<file path="config.mk">
export PLATFORM = sky130hd
export DESIGN_NAME = rst_seq_gen
export DESIGN_NICKNAME = d
export VERILOG_FILES = /design/src/rtl/rst_seq_gen.sv
export SDC_FILE = /design/constraint.sdc
export NUM_CORES = 1
export LEC_CHECK = 0
export ABC_AREA = 1
export ABC_CLOCK_PERIOD_IN_PS = 1700
export BUFFER_PORTS_ARGS = -buffer_cell sky130_fd_sc_hd__buf_2
export CAP_MARGIN = 20
export CELL_PAD_IN_SITES_DETAIL_PLACEMENT = 1
export CELL_PAD_IN_SITES_GLOBAL_PLACEMENT = 1
export CORE_UTILIZATION = 38
export DETAILED_ROUTE_END_ITERATION = 7
export GPL_ROUTABILITY_DRIVEN = 1
export GPL_TIMING_DRIVEN = 0
export PLACE_DENSITY = 0.84
export SLEW_MARGIN = 20
export SYNTH_ARGS = -nofsm -noshare
export SYNTH_HDL_FRONTEND = slang
export SYNTH_SLANG_ARGS = --single-unit
</file>
<file path="constraint.sdc">
create_clock -name FPGA_SYSCLK -period 1.7 [get_ports FPGA_SYSCLK]
set_clock_uncertainty 0.15 [all_clocks]
set_input_delay 0.425 -clock FPGA_SYSCLK [delete_from_list [all_inputs] [get_ports FPGA_SYSCLK]]
set_output_delay 0.425 -clock FPGA_SYSCLK [all_outputs]
set_load 0.05 [all_outputs]
</file>
<file path="src/rtl/rst_seq_gen.sv">
// Staged active-low reset sequencer: hold, wait for lock, staggered per-channel release, RUN.
// Optional WAIT_LOCK timeout/retry is compiled in when RSTSEQ_LOCK_TIMEOUT_EN is defined.
module rst_seq_gen #(
    parameter int N_CH         = 4,
    parameter int CNT_W        = 16,
    parameter int HOLD_CYC     = 100,
    parameter int STAGE_GAP    = 16,
    parameter int LOCK_TIMEOUT = 4096
) (
    input  logic            FPGA_SYSCLK,
    input  logic            RESET,
    input  logic            lock_in,
    input  logic            sw_rst_req,
    output logic            sw_rst_ack,
    output logic [N_CH-1:0] rst_out_n,
    output logic            seq_done,
    output logic            lock_lost,
    output logic            lock_timeout,
    output logic [1:0]      state_o
);
    localparam logic [1:0] ST_HOLD    = 2'd0;
    localparam logic [1:0] ST_WAIT    = 2'd1;
    localparam logic [1:0] ST_RELEASE = 2'd2;
    localparam logic [1:0] ST_RUN     = 2'd3;

    localparam int               IDX_W    = (N_CH > 1) ? $clog2(N_CH) : 1;
    localparam logic [IDX_W-1:0] LAST_IDX = IDX_W'(N_CH - 1);
    localparam logic [IDX_W-1:0] IDX_ONE  = IDX_W'(1);
    localparam logic [CNT_W-1:0] CNT_ONE  = CNT_W'(1);
    localparam logic [CNT_W-1:0] HOLD_END = CNT_W'(HOLD_CYC - 1);
    localparam logic [CNT_W-1:0] GAP_END  = CNT_W'(STAGE_GAP - 1);
    localparam logic [CNT_W-1:0] TMO_END  = CNT_W'(LOCK_TIMEOUT - 1);

    logic [CNT_W-1:0] cnt_r;
    logic [IDX_W-1:0] idx_r;
    logic             pend_r;
    logic             req_q_r;

    logic [1:0]       state_s;
    logic [CNT_W-1:0] cnt_s;
    logic [IDX_W-1:0] idx_s;
    logic [N_CH-1:0]  rst_s;
    logic             done_s;
    logic             ack_s;
    logic             lost_s;
    logic             tmo_s;
    logic             pend_s;
    logic             req_edge_s;

`ifndef RSTSEQ_LOCK_TIMEOUT_EN
    logic tmo_unused;
    assign tmo_unused = ^TMO_END;
`endif

    assign req_edge_s = sw_rst_req & ~req_q_r;

    // Next-state: a request edge beats lock loss, which beats the normal sequence.
    always_comb begin
        state_s = state_o;
        cnt_s   = cnt_r;
        idx_s   = idx_r;
        rst_s   = rst_out_n;
        done_s  = seq_done;
        ack_s   = 1'b0;
        lost_s  = lock_lost;
        tmo_s   = lock_timeout;
        pend_s  = pend_r;
        if (req_edge_s) begin
            state_s = ST_HOLD;
            cnt_s   = {CNT_W{1'b0}};
            idx_s   = {IDX_W{1'b0}};
            rst_s   = {N_CH{1'b0}};
            done_s  = 1'b0;
            lost_s  = 1'b0;
            tmo_s   = 1'b0;
            pend_s  = 1'b1;
        end else if (((state_o == ST_RELEASE) || (state_o == ST_RUN)) && !lock_in) begin
            state_s = ST_HOLD;
            cnt_s   = {CNT_W{1'b0}};
            idx_s   = {IDX_W{1'b0}};
            rst_s   = {N_CH{1'b0}};
            done_s  = 1'b0;
            lost_s  = 1'b1;
        end else begin
            case (state_o)
                ST_HOLD: begin
                    rst_s  = {N_CH{1'b0}};
                    done_s = 1'b0;
                    if (cnt_r == HOLD_END) begin
                        state_s = ST_WAIT;
                        cnt_s   = {CNT_W{1'b0}};
                    end else begin
                        cnt_s = cnt_r + CNT_ONE;
                    end
                end
                ST_WAIT: begin
                    rst_s  = {N_CH{1'b0}};
                    done_s = 1'b0;
                    if (lock_in) begin
                        state_s  = ST_RELEASE;
                        cnt_s    = {CNT_W{1'b0}};
                        idx_s    = {IDX_W{1'b0}};
                        rst_s[0] = 1'b1;
`ifdef RSTSEQ_LOCK_TIMEOUT_EN
                    end else if (cnt_r == TMO_END) begin
                        state_s = ST_HOLD;
                        cnt_s   = {CNT_W{1'b0}};
                        tmo_s   = 1'b1;
                    end else begin
                        cnt_s = cnt_r + CNT_ONE;
                    end
`else
                    end else begin
                        cnt_s = cnt_r;
                    end
                    tmo_s = 1'b0;
`endif
                end
                ST_RELEASE: begin
                    if (idx_r == LAST_IDX) begin
                        state_s = ST_RUN;
                        cnt_s   = {CNT_W{1'b0}};
                        done_s  = 1'b1;
                        ack_s   = pend_r;
                        pend_s  = 1'b0;
                    end else if (cnt_r == GAP_END) begin
                        cnt_s        = {CNT_W{1'b0}};
                        idx_s        = idx_r + IDX_ONE;
                        rst_s[idx_s] = 1'b1;
                    end else begin
                        cnt_s = cnt_r + CNT_ONE;
                    end
                end
                ST_RUN: begin
                    rst_s  = {N_CH{1'b1}};
                    done_s = 1'b1;
                end
                default: begin
                    state_s = ST_HOLD;
                    cnt_s   = {CNT_W{1'b0}};
                    idx_s   = {IDX_W{1'b0}};
                    rst_s   = {N_CH{1'b0}};
                    done_s  = 1'b0;
                end
            endcase
        end
    end

    // State and output registers with synchronous reset.
    always_ff @(posedge FPGA_SYSCLK) begin
        if (RESET) begin
            state_o      <= ST_HOLD;
            cnt_r        <= {CNT_W{1'b0}};
            idx_r        <= {IDX_W{1'b0}};
            rst_out_n    <= {N_CH{1'b0}};
            seq_done     <= 1'b0;
            sw_rst_ack   <= 1'b0;
            lock_lost    <= 1'b0;
            lock_timeout <= 1'b0;
            pend_r       <= 1'b0;
            req_q_r      <= 1'b0;
        end else begin
            state_o      <= state_s;
            cnt_r        <= cnt_s;
            idx_r        <= idx_s;
            rst_out_n    <= rst_s;
            seq_done     <= done_s;
            sw_rst_ack   <= ack_s;
            lock_lost    <= lost_s;
            lock_timeout <= tmo_s;
            pend_r       <= pend_s;
            req_q_r      <= sw_rst_req;
        end
    end

endmodule

</file>
==> flow_summary_export.csv <==
group,metric,value,unit
run_status,status,"finished with violations",
run_status,violations,"setup timing",
placed_design,port-buffer-count,12,
clock_network,cts_buffer_depth,2,
final_layout,antennaDiodeCount,0,
sta,finalSetupTns,-0.131,ns
global_route,first_global_vias,1535,
critical_path,cp_num_cells,9,
detailed_routing,first_iter_violations,77,
sta,post-route-period-util,104,%
critical_path,end_kind,"flip-flop",
placed_design,dp_hpwl,2.90,mm
pwr,power_density,703,nW/um2
critical_path,regToRegStartpoint,"state_o[1]",
logic_synthesis,synth-adder-area-share,8.94,%
logic_synthesis,synthMuxAreaShare,0.596,%
pwr,power_leakage,0.900,nW
die,die_h,68.5,um
sta,setup_viol,3,
final_layout,fin_nets,287,
min_path,hold_class,"primary input to flip-flop",
logic_synthesis,synth_compound_area_share,8.49,%
final_layout,num-fill-cells,524,
logic_synthesis,netlist_instances,241,
job,cap_violations,0,
critical_path,cpPeakStageDelay,0.40,ns
clock_network,cts_root_buf,"clkbuf_8",
placed_design,gp_congestion,0.795,
clock_network,clk_latency,0.29,ns
critical_path,reg2reg_to,"cnt_r[13]",
sta,slew_viol_final,0,
logic_synthesis,ys_types,25,
clock_network,cts_buffers,5,
logic_synthesis,ys.warnings.count,0,
clock_network,cts.htree.levels,2,
critical_path,cpLargestDelayFamily,"simple AND/OR/NAND/NOR gates",
die,rows,23,
logic_synthesis,synthSimpleGateAreaFrac,35.6,%
global_route,grt_max_degree,11,
logic_synthesis,synth-xor-area-share,3.13,%
pwr,finalPower,1.53,mW
critical_path,crit_start,"state_o[1]",
die,die_width,68.5,um
logic_synthesis,synth_top_family_by_area,"simple AND/OR/NAND/NOR gates",
critical_path,worstPathMaxFanout,6,
critical_path,ff2ff_setup_slack,-0.08,ns
detailed_routing,dr.pass1.iters,4,
critical_path,endpoint,"cnt_r[13]",
logic_synthesis,ys_seq_elements,29,
logic_synthesis,avgSynthCellArea,6.97,um2
logic_synthesis,syn_area,1680,um2
pwr,worst_ir_drop_vdd,0.451,mV
die,ioPinCount,14,
logic_synthesis,syn-num-nets,257,
die,initial_utilization,40.8,%
clock_network,clk_pin_slew_worst_paths,0.07,ns
global_route,overflow,0,
sta,hold_viol,0,
detailed_routing,drc,0,
detailed_routing,ant_nets,0,
sta,post-route-min-period,1.78,ns
global_route,grt_use_total,20.4,%
critical_path,crit_buf_inv,2,
critical_path,worstPathArrival,1.81,ns
critical_path,cp_slowest_cell,"dfxtp_4",
critical_path,crit_required,1.73,ns
detailed_routing,wl_per_cell,15.9,um
clock_network,cts.sinks,29,
critical_path,critPathLaunchType,"flip-flop",
die,core,4120,um2
detailed_routing,num_vias,1668,
final_layout,area_growth_syn_to_layout,29.5,%
critical_path,crit_chain,"inv_4, ha_4, nand2_4, nand2_8, buf_4, nor3_1, nand2_1, xor2_1, nor2_1",
logic_synthesis,yosysSeqAreaShare,34.5,%
detailed_routing,finalWirelength,5.13,mm
detailed_routing,via_per_inst,5.18,
global_route,grt_pass1_wl,6.84,mm
final_layout,drive_gt1_share,29.4,%
clock_network,tritoncts,"done",
global_route,antenna_found_initial,0,
sta,max_freq,563,MHz
die,dieArea,4690,um2
sta,setup_ws,-0.0760,ns
sta,grt_setup_unrepaired,"true",
critical_path,crit_type,"flip-flop to flip-flop",
critical_path,reg2regPathDepth,9,
==> area by class of cell <==
cell class | count | area [um2] | share of cell area, %
timing repair buffer | 23 | 173 | 7.94
sequential | 29 | 593 | 27.3
inverter | 29 | 111 | 5.12
clock inverter | 1 | 30.0 | 1.38
clock buffer | 7 | 86.3 | 3.97
tap | 50 | 62.6 | 2.88
multi-input combinational | 179 | 1080 | 49.7
buffer | 4 | 38.8 | 1.78
==> cells in the final DEF, fill, tap and decap left out, types with 4 or more instances in the layout <==
| cell type | netlist | layout |
|---|---|---|
| nand2_1 | 50 | 47 |
| dfxtp_2 | 0 | 4 |
| a21oi_1 | 14 | 14 |
| buf_4 | 1 | 10 |
| ha_1 | 12 | 7 |
| nand2_2 | 5 | 6 |
| nor2_4 | 2 | 5 |
| ha_4 | 0 | 4 |
| clkbuf_8 | 0 | 6 |
| xor2_1 | 4 | 4 |
| inv_1 | 26 | 20 |
| nor2_2 | 4 | 8 |
| nor2_1 | 40 | 33 |
| nor3_1 | 5 | 4 |
| inv_2 | 3 | 8 |
| o21ai_0 | 10 | 10 |
| dfxtp_1 | 29 | 23 |
| nand3_1 | 19 | 19 |
| buf_2 | 0 | 13 |
==> synth_stat cells <==
cell      count  area, um2
a21oi_1      14       70.1
buf_4         1       7.51
buf_6         2       22.5
clkbuf_1      1       3.75
conb_1        1       3.75
dfxtp_1      29        581
ha_1         12        150
inv_1        26       97.6
inv_2         3       11.3
mux2i_1       1       10.0
nand2_1      50        188
nand2_2       5       31.3
nand2_4       2       22.5
nand3_1      19       95.1
nand3_2       2       20.0
nand4_1       3       18.8
nor2_1       40        150
nor2_2        4       25.0
nor2_4        2       22.5
nor3_1        5       25.0
o21a_1        1       7.51
o21ai_0      10       50.1
o21bai_1      2       15.0
xnor2_1       2       17.5
xor2_1        4       35.0
==> per-stage QoR <==
step                instance area (um2)  std cells  utilization [%]  hold WS [ns]  worst slack, ns
floorplan                          1690        241                -         0.267        -0.000237
global placement                   1810        303             44.0         0.275           -0.121
detailed placement                 1810        303             44.0         0.290           -0.157
CTS                                2010        314             48.8         0.158           0.0106
global route                       2180        322             52.9         0.166           -0.141
finish                             2180        322             52.9         0.164          -0.0760
==> report_power, final <==
group / internal, mW / switching [mW]
combinational: 0.0363 / 0.0418
sequential: 0.683 / 0.00573
clock: 0.478 / 0.285
==> worst min-delay path by stage <==
| stage | to | depth (start not counted) | slack [ns] | start |
|---|---|---|---|---|
| 6_report | req_q_r | 2 | 0.16 | RESET |
| 5_1_grt | pend_r | 2 | 0.17 | RESET |
| 4_1_cts | pend_r | 2 | 0.16 | RESET |
| 3_5_place_dp | sw_rst_ack | 2 | 0.29 | pend_r |
| 3_3_place_gp | sw_rst_ack | 2 | 0.28 | pend_r |
| 2_1_floorplan | sw_rst_ack | 2 | 0.27 | pend_r |
==> layer usage <==
metal	part of all wire [%]	GRT usage [%]	wire [um]	vias to the layer above
li1	-	-	-	822
met3	3.4	4.77	172	13
met2	52	35.0	2660	35
met1	42	23.5	2150	798
met5	0	0	0	-
met4	2.8	9.90	144	0
==> registers in the layout, summed over array words and instances, names as in the netlist <==
signal      flops
state_o         2
sw_rst_ack      1
lock_lost       1
req_q_r         1
seq_done        1
pend_r          1
rst_out_n       4
cnt_r          16
idx_r           2
==> kinds of logic after synthesis <==
kind of cell             count (synthesis)
XOR/XNOR                                 6
other                                    1
adder cells (fa/ha/maj)                 12
buffers and inverters                   33
flip-flops                              29
multiplexers                             1
AND/OR/NAND/NOR                        132
AO/OA/AOI/OAI                           27
==> repair_timing <==
action	CTS	global route
hold buffers	0	0
gates resized for setup	15	25
setup endpoints to repair	25	22
endpoints found under the hold margin	0	0
setup buffers	3	7
gates cloned	0	1
pin swaps	6	12
(Power assumes the default switching activity.)
